===== config.mk =====
export PLATFORM = sky130hd
export DESIGN_NAME = gate_window_timer
export DESIGN_NICKNAME = d
export VERILOG_FILES = /design/src/rtl/gate_window_timer_pkg.sv /design/src/rtl/window_down_counter.sv /design/src/rtl/gate_window_timer.sv
export SDC_FILE = /design/constraint.sdc
export NUM_CORES = 1
export LEC_CHECK = 0
export BUFFER_PORTS_ARGS = -buffer_cell sky130_fd_sc_hd__buf_2
export CAP_MARGIN = 30
export CELL_PAD_IN_SITES_DETAIL_PLACEMENT = 1
export CELL_PAD_IN_SITES_GLOBAL_PLACEMENT = 1
export CORE_MARGIN = 3
export CORE_UTILIZATION = 40
export CTS_CLUSTER_SIZE = 25
export DETAILED_ROUTE_END_ITERATION = 10
export PLACE_DENSITY_LB_ADDON = 0.1
export SETUP_SLACK_MARGIN = 0.02
export SYNTH_ARGS = -nofsm -noshare
export SYNTH_HDL_FRONTEND = slang
export SYNTH_SLANG_ARGS = --single-unit

===== constraint.sdc =====
create_clock -name clk -period 3 [get_ports clk]
set_input_delay 0.3 -clock clk [delete_from_list [all_inputs] [get_ports clk]]
set_output_delay 0.3 -clock clk [all_outputs]
set_load 0.01 [all_outputs]

===== src/rtl/gate_window_timer_pkg.sv =====
// Shared state encoding for the gate-window timer.
package gate_window_timer_pkg;

    localparam logic [2:0] ST_IDLE   = 3'd0;
    localparam logic [2:0] ST_CLEAR  = 3'd1;
    localparam logic [2:0] ST_GATE   = 3'd2;
    localparam logic [2:0] ST_SETTLE = 3'd3;
    localparam logic [2:0] ST_DONE   = 3'd4;

    typedef enum logic [2:0] {
        S_IDLE   = ST_IDLE,
        S_CLEAR  = ST_CLEAR,
        S_GATE   = ST_GATE,
        S_SETTLE = ST_SETTLE,
        S_DONE   = ST_DONE
    } gwt_state_t;

endpackage


===== src/rtl/window_down_counter.sv =====
// Loadable down counter holding the gate cycles left; is_one is registered
// alongside the count so the FSM can close the gate without a compare path.
module window_down_counter #(
    parameter int WIDTH = 16
) (
    input  logic             clk,
    input  logic             reset,
    input  logic             clear,
    input  logic             load,
    input  logic             dec,
    input  logic [WIDTH-1:0] load_val,
    output logic [WIDTH-1:0] count,
    output logic             is_one
);

    logic [WIDTH-1:0] count_nxt;

    // Decrement saturates at zero so the count can never wrap.
    always_comb begin
        count_nxt = count;
        if (clear)
            count_nxt = '0;
        else if (load)
            count_nxt = load_val;
        else if (dec && count != '0)
            count_nxt = count - 1'b1;
    end

    always_ff @(posedge clk) begin
        if (reset) begin
            count  <= '0;
            is_one <= 1'b0;
        end else begin
            count  <= count_nxt;
            is_one <= (count_nxt == WIDTH'(1));
        end
    end

endmodule


===== src/rtl/gate_window_timer.sv =====
// Gate-window generator for the ring-oscillator event counters.
// Optional auto-repeat from DONE is enabled by defining GATE_WINDOW_TIMER_REPEAT_EN.
module gate_window_timer
    import gate_window_timer_pkg::*;
#(
    parameter int WIDTH  = 16,
    parameter int SETTLE = 2
) (
    input  logic             clk,
    input  logic             reset,
    input  logic             start,
    input  logic             abort,
    input  logic [WIDTH-1:0] window_len,
`ifdef GATE_WINDOW_TIMER_REPEAT_EN
    input  logic             repeat_en,
`endif
    output logic             gate_out,
    output logic             count_clear,
    output logic             busy,
    output logic             done,
    output logic [WIDTH-1:0] remaining
);

    localparam int SW = (SETTLE > 1) ? $clog2(SETTLE) : 1;

    gwt_state_t       state;
    logic [WIDTH-1:0] len_q;
    logic [SW-1:0]    settle_cnt;
    logic             is_one;
    logic             rep;
    logic             cnt_clear;
    logic             cnt_load;
    logic             cnt_dec;

`ifdef GATE_WINDOW_TIMER_REPEAT_EN
    assign rep = repeat_en;
`else
    assign rep = 1'b0;
`endif

    assign cnt_clear = abort && (state != S_IDLE);
    assign cnt_load  = (state == S_CLEAR);
    assign cnt_dec   = (state == S_GATE);

    window_down_counter #(.WIDTH(WIDTH)) u_cnt (
        .clk      (clk),
        .reset    (reset),
        .clear    (cnt_clear),
        .load     (cnt_load),
        .dec      (cnt_dec),
        .load_val (len_q),
        .count    (remaining),
        .is_one   (is_one)
    );

    // Outputs are decoded from the state being entered so they are registered.
    always_ff @(posedge clk) begin
        if (reset) begin
            state       <= S_IDLE;
            len_q       <= '0;
            settle_cnt  <= '0;
            gate_out    <= 1'b0;
            count_clear <= 1'b0;
            busy        <= 1'b0;
            done        <= 1'b0;
        end else begin
            gate_out    <= 1'b0;
            count_clear <= 1'b0;
            done        <= 1'b0;
            busy        <= 1'b1;
            if (abort && state != S_IDLE) begin
                state <= S_IDLE;
                busy  <= 1'b0;
            end else begin
                case (state)
                    S_IDLE: begin
                        if (start && !abort) begin
                            state       <= S_CLEAR;
                            len_q       <= window_len;
                            count_clear <= 1'b1;
                        end else begin
                            busy <= 1'b0;
                        end
                    end
                    S_CLEAR: begin
                        if (len_q == '0) begin
                            state      <= S_SETTLE;
                            settle_cnt <= SW'(SETTLE - 1);
                        end else begin
                            state    <= S_GATE;
                            gate_out <= 1'b1;
                        end
                    end
                    S_GATE: begin
                        if (is_one) begin
                            state      <= S_SETTLE;
                            settle_cnt <= SW'(SETTLE - 1);
                        end else begin
                            gate_out <= 1'b1;
                        end
                    end
                    S_SETTLE: begin
                        if (settle_cnt == '0) begin
                            state <= S_DONE;
                            done  <= 1'b1;
                        end else begin
                            settle_cnt <= settle_cnt - 1'b1;
                        end
                    end
                    S_DONE: begin
                        if (rep) begin
                            state       <= S_CLEAR;
                            count_clear <= 1'b1;
                        end else begin
                            state <= S_IDLE;
                            busy  <= 1'b0;
                        end
                    end
                    default: begin
                        state <= S_IDLE;
                        busy  <= 1'b0;
                    end
                endcase
            end
        end
    end

endmodule

; Word-level counts from Yosys, hierarchy flattened
; Index checks and enable logic that the tools add are counted.
[classes]
n_addsub = 2
n_eq_ne = 8
n_mux = 18
bitwise = 3
n_reduce_logical = 16
[ops]
columns = op, count
row1 = $mux W16, 3
row2 = $eq A16 B1 Y1 const B, 1
row3 = $logic_not A16 Y1, 1
row4 = $reduce_bool A16 Y1, 1
row5 = $sub A16 B1 Y16 const B, 1
row6 = $pmux W3 S4, 1
row7 = $mux W3, 3
row8 = $reduce_or A3 Y1, 3
row9 = $mux W1, 8
row10 = $eq A3 B2 Y1 const B, 2
row11 = $ne A2 B2 Y1 const B, 3
row12 = $reduce_and A3 Y1, 2
row13 = $reduce_bool A3 Y1, 2
row14 = $pmux W1 S2, 2
row15 = $reduce_and A4 Y1, 1
row16 = $eq A3 B1 Y1 const B, 1
row17 = $logic_and A1 B1 Y1, 3
row18 = $logic_not A3 Y1, 1
row19 = $not A1 Y1, 3
row20 = $pmux W1 S3, 1
row21 = $ne A2 B1 Y1 const B, 1
row22 = $reduce_or A2 Y1, 1
row23 = $logic_not A1 Y1, 1
row24 = $sub A1 B1 Y1 const B, 1
[word_totals]
reg_bits = 41

; Logic depth before layout (Yosys ltp)
; Gate-level depths: netlist (run 1).
[logic_depth]
word_depth = 6
mapped_depth = 9

; Cells and area by module
; Synthesis (run 1) repeated with hierarchy kept, for this count alone.
[unflattened]
hier_cells = 251
hier_area_um2 = 2090.8
[modules_own_cells]
columns = mod, n_inst, cells_each, area_each_um2, seq_area_each_um2
row1 = window_down_counter, 1, 134, 1094.8, 340.3
row2 = gate_window_timer, 1, 117, 996.0, 480.5

; Worst setup path before layout (run 1)
; Ideal clock, no wire load.
[synth_path]
kind = register -> register
start = reg u_cnt.count[0]
end = reg u_cnt.is_one
t_arrival_ps = 2397
required_time_ps = 2912
path_slack_ps = 515
stages_incl_launch_ff = 10
path_buffers = 0
synth_period_minus_slack_ps = 2485
cell_sequence = dfxtp_1 -> inv_1 -> ha_1 -> or4bb_1 -> or4_4 -> nor4_1 -> xor2_1 -> a22oi_1 -> nand4_1 -> nor4_2
[synth_between]
elab_chain_len = 6
word_cells_on_any_way = 7
[synth_lines]
columns = item, line
row1 = "start, declared", window_down_counter.sv:12  ; output logic [WIDTH-1:0] count,
row2 = "start signal, assigned", window_down_counter.sv:34  ; count <= count_nxt;
row3 = branches (longest 2 deep; another with $sub A16 B1 Y16), --
row4 = $mux W16 (*), window_down_counter.sv:25  ; else if (dec && count != '0)
row5 = $mux W16 (*), window_down_counter.sv:23  ; else if (load)
row6 = $mux W16 (*), window_down_counter.sv:21  ; if (clear)
row7 = $eq A16 B1 Y1 (*), window_down_counter.sv:35  ; is_one <= (count_nxt == WIDTH'(1));
row8 = "end signal, assigned", window_down_counter.sv:35
row9 = "end, declared", window_down_counter.sv:13  ; output logic is_one
; Mark *: on every way between the ends.
; A chain may end at the register's enable or synchronous reset.

; Worst setup path in the final report (run 1)
; Same ends and word-level chain as after synthesis.

==> out/qor.json, run 1 <==
{
  "finish": {
    "n_fill_cell": 602,
    "most-common-layout-cells": "sky130_fd_sc_hd__nand2_1 (42), sky130_fd_sc_hd__dfxtp_1 (41), sky130_fd_sc_hd__buf_2 (39)",
    "area_used_by_multi_input_combinational_logic_mm2": 0.00112,
    "sequential_cell_area_um2": 821,
    "drive_above_1_share": 0.232,
    "final_common_cell": "sky130_fd_sc_hd__nand2_1",
    "areaGrowthSynthToFinish_pct": 20.7,
    "utilization": 0.521,
    "stdcell_count": 345,
    "final_antenna_diode_count": 0,
    "finalNetCount": 301
  },
  "synthesis": {
    "synth_enable_flop_cells": 0,
    "postSynthNetCount": 260,
    "netlist-cell-type-count": 48,
    "ys_seq_area_frac": 0.417,
    "synthesis.area_per_instance_um2": 8.27,
    "yosys_register_bits": 41,
    "yosysTopAreaCell": "sky130_fd_sc_hd__dfxtp_1",
    "synthFlopType": "sky130_fd_sc_hd__dfxtp_1",
    "mappedNetlistArea_mm2": 0.00197,
    "async_flop_share": 0,
    "yosys-top-cells-area": "sky130_fd_sc_hd__dfxtp_1 (42%), sky130_fd_sc_hd__nand2_1 (8.0%), sky130_fd_sc_hd__a21oi_1 (5.8%)",
    "synth_top_area_frac": 0.417,
    "synth.yosys.warnings": 0,
    "syn_inst": 238
  },
  "grt": {
    "globalRouteTotalUtil": 0.213,
    "grt_start_max_net_pins": 34,
    "grt_pass1_wl_um": 10000,
    "grt_remaining_overflow": 0,
    "first_global_vias": 2001,
    "antenna_found_initial": 0
  },
  "timing": {
    "final.setup.tns_ns": 0,
    "maxSlewViolCount": 0,
    "max_slew_margin": 0.558,
    "number_of_failing_hold_endpoints_at_the_final_stage": 0,
    "rsz0062_at_grt": "false",
    "finalSetupViolations": 0,
    "post-route-period-util": 0.913,
    "layout_min_cycle_time_ns": 2.74,
    "timing.fmax_ghz": 0.365,
    "max_slew.worst_pin.slew_ns": 0.662,
    "clock_skew_ns": 0.00751
  },
  "critical_path": {
    "worst_case_reg_to_reg_path_depth": 9,
    "cpMaxStageDelayCell": "sky130_fd_sc_hd__or4bb_1",
    "timing.critical_path.fanout_max": 4,
    "crit_arrival_ns": 2.95,
    "worst-path-stages": 9,
    "worst_path_cell_trace": "inv_1 -> ha_1 -> or4bb_1 -> or4_4 -> o21ai_2 -> a21oi_1 -> a2111oi_1 -> nand4_1 -> nor4_2",
    "setup.worst_path.class": "reg2reg",
    "cpPeakStageDelay_ns": 0.48,
    "critical_path_required_ns": 3.21,
    "end_kind": "flop",
    "crit_path_start_kind": "flop",
    "crit_buf_inv": 1,
    "critPathTopFamily": "simple AND/OR/NAND/NOR gates"
  },
  "hold_path": {
    "timing.hold.worst_path_depth": 3,
    "hold_class": "in2reg"
  },
  "drt": {
    "route.antenna.remaining_nets": 0,
    "drt_drc": 0,
    "drt_iter0_markers": 134,
    "vias_per_cell": 5.56,
    "routed-via-count": 1917,
    "wirelength_um": 5750,
    "routedWlPerCell_um": 16.7,
    "drt_pre_antenna_iters": 4
  },
  "placement": {
    "post-dp-hpwl_um": 4220,
    "port-buffer-count": 39,
    "placed_cells_incl_taps": 336,
    "gp_congestion": 0.840
  },
  "floorplanning": {
    "top_level_ports": 40,
    "floorplan.initialDensity": 0.431,
    "dieWidth_um": 76.2,
    "fp.dieArea_mm2": 0.00580,
    "core_region_area_mm2": 0.00456,
    "die_span_y_um": 76.2,
    "std_cell_rows": 24
  },
  "power": {
    "power.ir.vdd_worst_mv": 0.294,
    "power.leakage_nw": 1.02,
    "power.density_mw_per_mm2": 506
  },
  "clocking": {
    "cts_sinks": 41,
    "cts.clk_slew.worst_paths_ns": 0.08,
    "clkLatencyLatePin_ns": 0.30,
    "htree_num_levels": 2,
    "tritoncts": "built",
    "clock_tree.root_cell": "sky130_fd_sc_hd__clkbuf_8",
    "cts-root-to-sink-buffers": 2,
    "hold_fix_buffers_cts": 0,
    "cts-buffers-inserted": 5
  },
  "flow_run": {
    "max_cap_violations": 0
  },
  "status": {
    "run_status": "complete, no violations"
  }
}
==> layer usage <==
| metal | track usage | wire, um | up-vias |
|---|---|---|---|
| met5 | 0 | 0 | - |
| met4 | 0.0616 | 72 | 0 |
| met3 | 0.0461 | 236 | 7 |
| met2 | 0.333 | 2570 | 45 |
| met1 | 0.293 | 2880 | 910 |
| li1 | - | - | 955 |
==> where the power goes <==
group,internal [mW],switching [mW]
sequential,0.563,0.0225
clock,0.249,0.207
combinational,0.0652,0.0958
==> sequential cells by signal, summed over array words and instances (netlist names) <==
name	count
len_q	16
u_cnt.count	16
count_clear	1
done	1
u_cnt.is_one	1
settle_cnt	1
gate_out	1
busy	1
state	3
==> cell usage after synthesis (2+ instances only) <==
cell,number
sky130_fd_sc_hd__a21o_1,2
sky130_fd_sc_hd__a21oi_1,23
sky130_fd_sc_hd__a22oi_1,7
sky130_fd_sc_hd__a31oi_1,2
sky130_fd_sc_hd__a32oi_1,2
sky130_fd_sc_hd__clkbuf_1,8
sky130_fd_sc_hd__dfxtp_1,41
sky130_fd_sc_hd__ha_1,2
sky130_fd_sc_hd__inv_1,3
sky130_fd_sc_hd__nand2_1,42
sky130_fd_sc_hd__nand3_1,2
sky130_fd_sc_hd__nand4_1,3
sky130_fd_sc_hd__nor2_1,24
sky130_fd_sc_hd__nor2b_1,5
sky130_fd_sc_hd__nor3_1,4
sky130_fd_sc_hd__nor3b_1,5
sky130_fd_sc_hd__nor4_1,12
sky130_fd_sc_hd__nor4_2,2
sky130_fd_sc_hd__o21ai_0,4
sky130_fd_sc_hd__o31a_1,2
sky130_fd_sc_hd__o41ai_1,2
sky130_fd_sc_hd__or3_1,4
sky130_fd_sc_hd__or3b_2,2
sky130_fd_sc_hd__or4_1,3
sky130_fd_sc_hd__or4_4,3
sky130_fd_sc_hd__xnor2_1,3
sky130_fd_sc_hd__xor2_1,5
==> per-stage QoR <==
| step | total power, mW | setup slack, ns | hold slack [ns] | area [um^2] |
|---|---|---|---|---|
| 3_3_place_gp | 0.751 | 0.387 | 0.469 | 2240 |
| 6_report | 1.20 | 0.262 | 0.226 | 2380 |
| 4_1_cts | 1.22 | 0.199 | 0.214 | 2350 |
| 2_1_floorplan | 0.695 | 0.515 | 0.436 | 1970 |
| 3_5_place_dp | 0.756 | 0.253 | 0.481 | 2240 |
| 5_1_grt | 1.26 | 0.0562 | 0.215 | 2380 |
==> worst register-to-register path: cells and delay by family, from the launching register on <==
family                   cells  cell delay [ns]
AO/OA/AOI/OAI                3             0.61
adder cells (fa/ha/maj)      1             0.20
buffers and inverters        1             0.09
flip-flops                   1             0.34
AND/OR/NAND/NOR              4             1.41
==> cells by family (layout without fill, tap and decap cells) <==
group	Yosys count	after routing	share of synthesized area
and+or+nand+nor	119	119	0.321
AOI/OAI and AO/OA	54	54	0.182
DFF	41	41	0.417
buffers and inverters	13	55	0.0254
xor gates and xnor gates	8	8	0.0356
adders and majority gates	2	2	0.0127
muxes	1	1	0.00572
==> what timing repair did <==
item                       CTS  global route
gates resized for setup      0             3
setup endpoints to repair    0             1
buffers inserted             0             1
==> final cells by class <==
| type | count | share of cell area |
|---|---|---|
| Tap cell | 65 | 0.0342 |
| Timing Repair Buffer | 44 | 0.0979 |
| Clock buffer | 5 | 0.0289 |
| Sequential cell | 41 | 0.345 |
| Inverter | 3 | 0.00474 |
| Multi-Input combinational cell | 184 | 0.469 |
| Clock inverter | 3 | 0.0195 |
==> final timing paths <==
| path | startpoint | endpoint | slack, ns |
|---|---|---|---|
| max | u_cnt.count[0]$_SDFF_PP0_ | u_cnt.is_one$_SDFF_PP0_ | 0.26 |
| min reg2reg | len_q[10]$_SDFFE_PP0P_ | len_q[10]$_SDFFE_PP0P_ | 0.49 |
| max reg2reg | u_cnt.count[0]$_SDFF_PP0_ | u_cnt.is_one$_SDFF_PP0_ | 0.26 |
| min | window_len[14] | len_q[14]$_SDFFE_PP0P_ | 0.23 |
No activity file was read; power rests on OpenSTA's default activity.
==> run 2, diff against run 1 <==
- CAP_MARGIN: 30 -> 20
- RECOVER_POWER: default -> 100
==> run 2 against run 1 <==
Compared with the run above:
- first-iteration DRC count decreased by 19%
- largest power group unchanged
- design area decreased by 1.9%
- combinational power is 4% lower
- sequential power hardly changed
- final cell count stayed put
==> out/qor.json, run 2 (synthesis results as in run 1) <==
{
  "status": {
    "run_status": "complete, no violations"
  },
  "drt": {
    "vias_per_cell": 5.61,
    "drt_drc": 0,
    "routedWlPerCell_um": 16.7,
    "drt_pre_antenna_iters": 4,
    "wirelength_um": 5760,
    "routed-via-count": 1934,
    "route.antenna.remaining_nets": 0,
    "drt_iter0_markers": 108
  },
  "placement": {
    "gp_congestion": 0.840,
    "post-dp-hpwl_um": 4220,
    "port-buffer-count": 39
  },
  "timing": {
    "max_slew.worst_pin.slew_ns": 0.669,
    "timing.fmax_ghz": 0.360,
    "max_slew_margin": 0.553,
    "layout_min_cycle_time_ns": 2.78,
    "clock_skew_ns": 0.00821,
    "rsz0062_at_grt": "false",
    "finalSetupViolations": 0,
    "final.setup.tns_ns": 0,
    "maxSlewViolCount": 0,
    "post-route-period-util": 0.925,
    "number_of_failing_hold_endpoints_at_the_final_stage": 0
  },
  "clocking": {
    "cts.clk_slew.worst_paths_ns": 0.08,
    "clkLatencyLatePin_ns": 0.30,
    "htree_num_levels": 2,
    "cts_sinks": 41,
    "tritoncts": "built",
    "hold_fix_buffers_cts": 0,
    "cts-buffers-inserted": 5,
    "clock_tree.root_cell": "sky130_fd_sc_hd__clkbuf_8",
    "cts-root-to-sink-buffers": 2
  },
  "finish": {
    "final_common_cell": "sky130_fd_sc_hd__nand2_1",
    "drive_above_1_share": 0.143,
    "final_antenna_diode_count": 0,
    "finalNetCount": 301,
    "areaGrowthSynthToFinish_pct": 18.4,
    "layout_top_registers": "len_q x16, u_cnt.count x16, state x3",
    "most-common-layout-cells": "sky130_fd_sc_hd__nand2_1 (42), sky130_fd_sc_hd__dfxtp_1 (41), sky130_fd_sc_hd__nor2_1 (24)"
  },
  "critical_path": {
    "worst_case_reg_to_reg_path_depth": 7,
    "end_kind": "flop",
    "crit_arrival_ns": 2.98,
    "cpPeakStageDelay_ns": 0.51,
    "worst-r2r-setup-slack_ns": 0.22,
    "setup.worst_path.class": "reg2reg",
    "worst_path_cell_trace": "or3b_1 -> and2_0 -> o311a_1 -> a221oi_1 -> nand2_1 -> or4_1 -> nor4_1",
    "critical_path_required_ns": 3.21,
    "capture_point_of_the_worst_path": "u_cnt.is_one$_SDFF_PP0_",
    "cpMaxStageDelayCell": "sky130_fd_sc_hd__dfxtp_1",
    "critical_path.startpoint": "state[0]$_SDFFE_PP0P_",
    "timing.rr.end": "u_cnt.is_one$_SDFF_PP0_",
    "worst_r2r_startpoint": "state[0]$_SDFFE_PP0P_",
    "crit_path_start_kind": "flop",
    "timing.critical_path.fanout_max": 11
  },
  "floorplanning": {
    "floorplan.initialDensity": 0.431,
    "fp.dieArea_mm2": 0.00580,
    "dieWidth_um": 76.2,
    "die_span_y_um": 76.2,
    "core_region_area_mm2": 0.00456,
    "top_level_ports": 40,
    "std_cell_rows": 24
  },
  "power": {
    "power.leakage_nw": 0.923,
    "power.density_mw_per_mm2": 513,
    "power.clock.fraction": 0.381,
    "power.internal_uw": 872,
    "total_switching_power_uw": 325,
    "power_switching_share": 0.271,
    "total_power_mw": 1.20,
    "share_comb_of_total_power": 0.129,
    "p_seq_frac": 0.490,
    "power.ir.vdd_worst_mv": 0.293
  },
  "flow_run": {
    "max_cap_violations": 0
  },
  "hold_path": {
    "hold_class": "in2reg"
  },
  "grt": {
    "antenna_found_initial": 0,
    "first_global_vias": 2001,
    "grt_start_max_net_pins": 34,
    "grt_remaining_overflow": 0,
    "grt_pass1_wl_um": 10000,
    "globalRouteTotalUtil": 0.213
  }
}
==> run 2: critical path: cells and delay by family, from the launching register on <==
kind / cells / cell delay (ns)
flops: 1 / 0.51
compound gates: 2 / 0.57
simple gates: 5 / 1.61
==> run 2: stage by stage <==
step	cell area (um^2)	hold slack, ns	std cells	setup slack, ns	utilization
2_1_floorplan	1970	0.436	238	0.515	-
3_3_place_gp	2240	0.469	336	0.387	0.490
3_5_place_dp	2240	0.481	336	0.253	0.490
4_1_cts	2350	0.214	344	0.199	0.515
5_1_grt	2330	0.215	345	0.0179	0.511
6_report	2330	0.226	345	0.224	0.511
==> run 2: routing by layer <==
| layer | GRT usage | vias up | part of all wire |
|---|---|---|---|
| met5 | 0 | - | 0 |
| met1 | 0.293 | 926 | 0.50 |
| met3 | 0.0461 | 7 | 0.043 |
| met2 | 0.333 | 47 | 0.44 |
| met4 | 0.0616 | 0 | 0.012 |
| li1 | - | 954 | - |
==> run 2: worst min-delay path by stage <==
stage,depth (start not counted),slack [ns],startpoint,to
CTS,3,0.21,window_len[13],len_q[13]$_SDFFE_PP0P_
global route,3,0.21,window_len[14],len_q[14]$_SDFFE_PP0P_
finish,3,0.23,window_len[14],len_q[14]$_SDFFE_PP0P_
detailed placement,2,0.48,len_q[4]$_SDFFE_PP0P_,len_q[4]$_SDFFE_PP0P_
global placement,2,0.47,len_q[7]$_SDFFE_PP0P_,len_q[7]$_SDFFE_PP0P_
floorplan,2,0.44,window_len[0],len_q[0]$_SDFFE_PP0P_
==> run 2: what timing repair did <==
item / 4_1_cts / 5_1_grt
setup buffers: 0 / 1
setup endpoints to repair: 0 / 1
gates resized for setup: 0 / 3
==> run 2: layout make-up <==
class | count | area [um^2]
fill | 608 | 2230
multi-input combinational | 184 | 1100
sequential | 41 | 821
timing repair buffer | 44 | 200
tap | 65 | 81.3
clock buffer | 5 | 68.8
clock inverter | 3 | 46.3
inverter | 3 | 11.3
==> run 2: power groups by stage <==
| stage | combinational, mW | clock (mW) | sequential [mW] |
|---|---|---|---|
| floorplan | 0.102 | 0 | 0.593 |
| CTS | 0.159 | 0.470 | 0.585 |
| global route | 0.174 | 0.494 | 0.590 |
| finish | 0.154 | 0.456 | 0.586 |
| detailed placement | 0.158 | 0 | 0.598 |
| global placement | 0.154 | 0 | 0.597 |
==> run 3, diff against run 2 <==
- SETUP_SLACK_MARGIN: 0.02 -> 0.5
==> run 3 against run 2 <==
Compared with the run above:
- core utilization grew 3.4 points
- non-clock buffer count grew 6
- global-route usage grew 0.35 points
- critical endpoint unchanged
- sequential power is essentially flat
- fmax grew 2.4%
- combinational power grew 14%
==> out/qor.json, run 3 (synthesis results as in run 1) <==
{
  "status": {
    "run_status": "complete, no violations"
  },
  "finish": {
    "utilization": 0.545,
    "final_antenna_diode_count": 0,
    "areaGrowthSynthToFinish_pct": 26.2,
    "n_fill_cell": 592,
    "most-common-layout-cells": "sky130_fd_sc_hd__nand2_1 (41), sky130_fd_sc_hd__dfxtp_1 (39), sky130_fd_sc_hd__buf_2 (25)",
    "stdcell_count": 351,
    "drive_above_1_share": 0.238,
    "area_used_by_multi_input_combinational_logic_mm2": 0.00120,
    "layout_top_registers": "len_q x16, u_cnt.count x16, state x3",
    "final_design_area_no_fill_mm2": 0.00249,
    "sequential_cell_area_um2": 826,
    "finalNetCount": 307,
    "final_common_cell": "sky130_fd_sc_hd__nand2_1"
  },
  "floorplanning": {
    "core_region_area_mm2": 0.00456,
    "top_level_ports": 40,
    "die_span_y_um": 76.2,
    "floorplan.initialDensity": 0.431,
    "std_cell_rows": 24,
    "dieWidth_um": 76.2,
    "fp.dieArea_mm2": 0.00580
  },
  "critical_path": {
    "setup.worst_path.class": "reg2reg",
    "crit_path_start_kind": "flop",
    "cpPeakStageDelay_ns": 0.67,
    "timing.critical_path.fanout_max": 5,
    "worst_path_cell_trace": "or4_1 -> or4_1 -> or4_4 -> a21oi_4 -> a2111oi_2 -> nand4_1 -> nor4_2",
    "end_kind": "flop",
    "path_common_cell": "sky130_fd_sc_hd__or4_1",
    "crit_arrival_ns": 2.91,
    "cpMaxStageDelayCell": "sky130_fd_sc_hd__or4_1",
    "critical_path_required_ns": 3.20
  },
  "grt": {
    "globalRouteTotalUtil": 0.216,
    "antenna_found_initial": 0,
    "grt_pass1_wl_um": 10200,
    "grt_start_max_net_pins": 34,
    "first_global_vias": 2040,
    "grt_remaining_overflow": 0
  },
  "clocking": {
    "cts-buffers-inserted": 5,
    "hold_fix_buffers_cts": 0,
    "htree_num_levels": 2,
    "tritoncts": "built",
    "cts-root-to-sink-buffers": 2,
    "clkLatencyLatePin_ns": 0.30,
    "clock_tree.root_cell": "sky130_fd_sc_hd__clkbuf_8",
    "cts.clk_slew.worst_paths_ns": 0.09,
    "cts_sinks": 41
  },
  "placement": {
    "port-buffer-count": 39,
    "gp_congestion": 0.840,
    "placed_cells_incl_taps": 336,
    "post-dp-hpwl_um": 4220,
    "area_after_dpl_mm2": 0.00224
  },
  "drt": {
    "drt_pre_antenna_iters": 4,
    "wirelength_um": 6220,
    "route.antenna.remaining_nets": 0,
    "vias_per_cell": 5.70,
    "routed-via-count": 2001,
    "drt_iter0_markers": 149,
    "routedWlPerCell_um": 17.7,
    "drt_drc": 0
  },
  "timing": {
    "rsz0062_at_grt": "true",
    "clock_skew_ns": 0.00702,
    "number_of_failing_hold_endpoints_at_the_final_stage": 0,
    "maxSlewViolCount": 0,
    "max_slew_margin": 0.543,
    "timing.fmax_ghz": 0.369,
    "final.setup.tns_ns": 0,
    "max_slew.worst_pin.slew_ns": 0.684,
    "layout_min_cycle_time_ns": 2.71,
    "post-route-period-util": 0.904,
    "fin_hold_ws_ns": 0.226,
    "finalSetupViolations": 0
  },
  "power": {
    "power.leakage_nw": 1.00,
    "power.density_mw_per_mm2": 490,
    "power.ir.vdd_worst_mv": 0.293
  },
  "flow_run": {
    "max_cap_violations": 0
  },
  "hold_path": {
    "hold_class": "in2reg"
  }
}
[run 3: final cells by class]
| class | instances | area share |
|---|---|---|
| clock buffer | 5 | 0.0277 |
| sequential | 41 | 0.332 |
| timing repair buffer | 50 | 0.102 |
| inverter | 3 | 0.00453 |
| multi-input combinational | 184 | 0.483 |
| clock inverter | 3 | 0.0186 |
| tap | 65 | 0.0327 |
[run 3: critical path: cells and delay by family (launching register included)]
kind             cells  cell delay [ns]
AND/OR/NAND/NOR      5             1.97
flip-flops           1             0.40
AO/OA/AOI/OAI        2             0.23
[run 3: power breakdown]
| group | switching, mW | internal, mW | leakage, nW | total (mW) |
|---|---|---|---|---|
| clock network | 0.208 | 0.249 | 0.0543 | 0.457 |
| registers | 0.0233 | 0.563 | 0.334 | 0.586 |
| logic | 0.104 | 0.0704 | 0.615 | 0.175 |
[run 3: metal layers]
metal,part of all wire,vias up,GRT usage
met1,0.48,961,0.298
li1,-,968,-
met2,0.45,57,0.334
met4,0.022,0,0.0688
met5,0,-,0
met3,0.048,15,0.0485
[run 3: repair_timing]
item | in CTS | in global routing
endpoints found under the setup margin | 1 | 2
resized for setup | 19 | 20
pin swaps | 10 | 9
setup buffers | 3 | 4
[run 3: final timing paths]
check | to | cells past startpoint | slack, ns | from
worst min register to register | len_q[10]$_SDFFE_PP0P_ | 2 | 0.49 | len_q[10]$_SDFFE_PP0P_
worst max register to register | u_cnt.is_one$_SDFF_PP0_ | 7 | 0.29 | u_cnt.count[7]$_SDFF_PP0_
worst min-delay path | len_q[14]$_SDFFE_PP0P_ | 3 | 0.23 | window_len[14]
worst max-delay path | u_cnt.is_one$_SDFF_PP0_ | 7 | 0.29 | u_cnt.count[7]$_SDFF_PP0_
[run 3: stage by stage]
| step | power, mW | setup WS (ns) |
|---|---|---|
| 2_1_floorplan | 0.695 | 0.515 |
| 3_3_place_gp | 0.751 | 0.387 |
| 3_5_place_dp | 0.756 | 0.253 |
| 4_1_cts | 1.23 | 0.399 |
| 5_1_grt | 1.28 | 0.208 |
| 6_report | 1.22 | 0.289 |
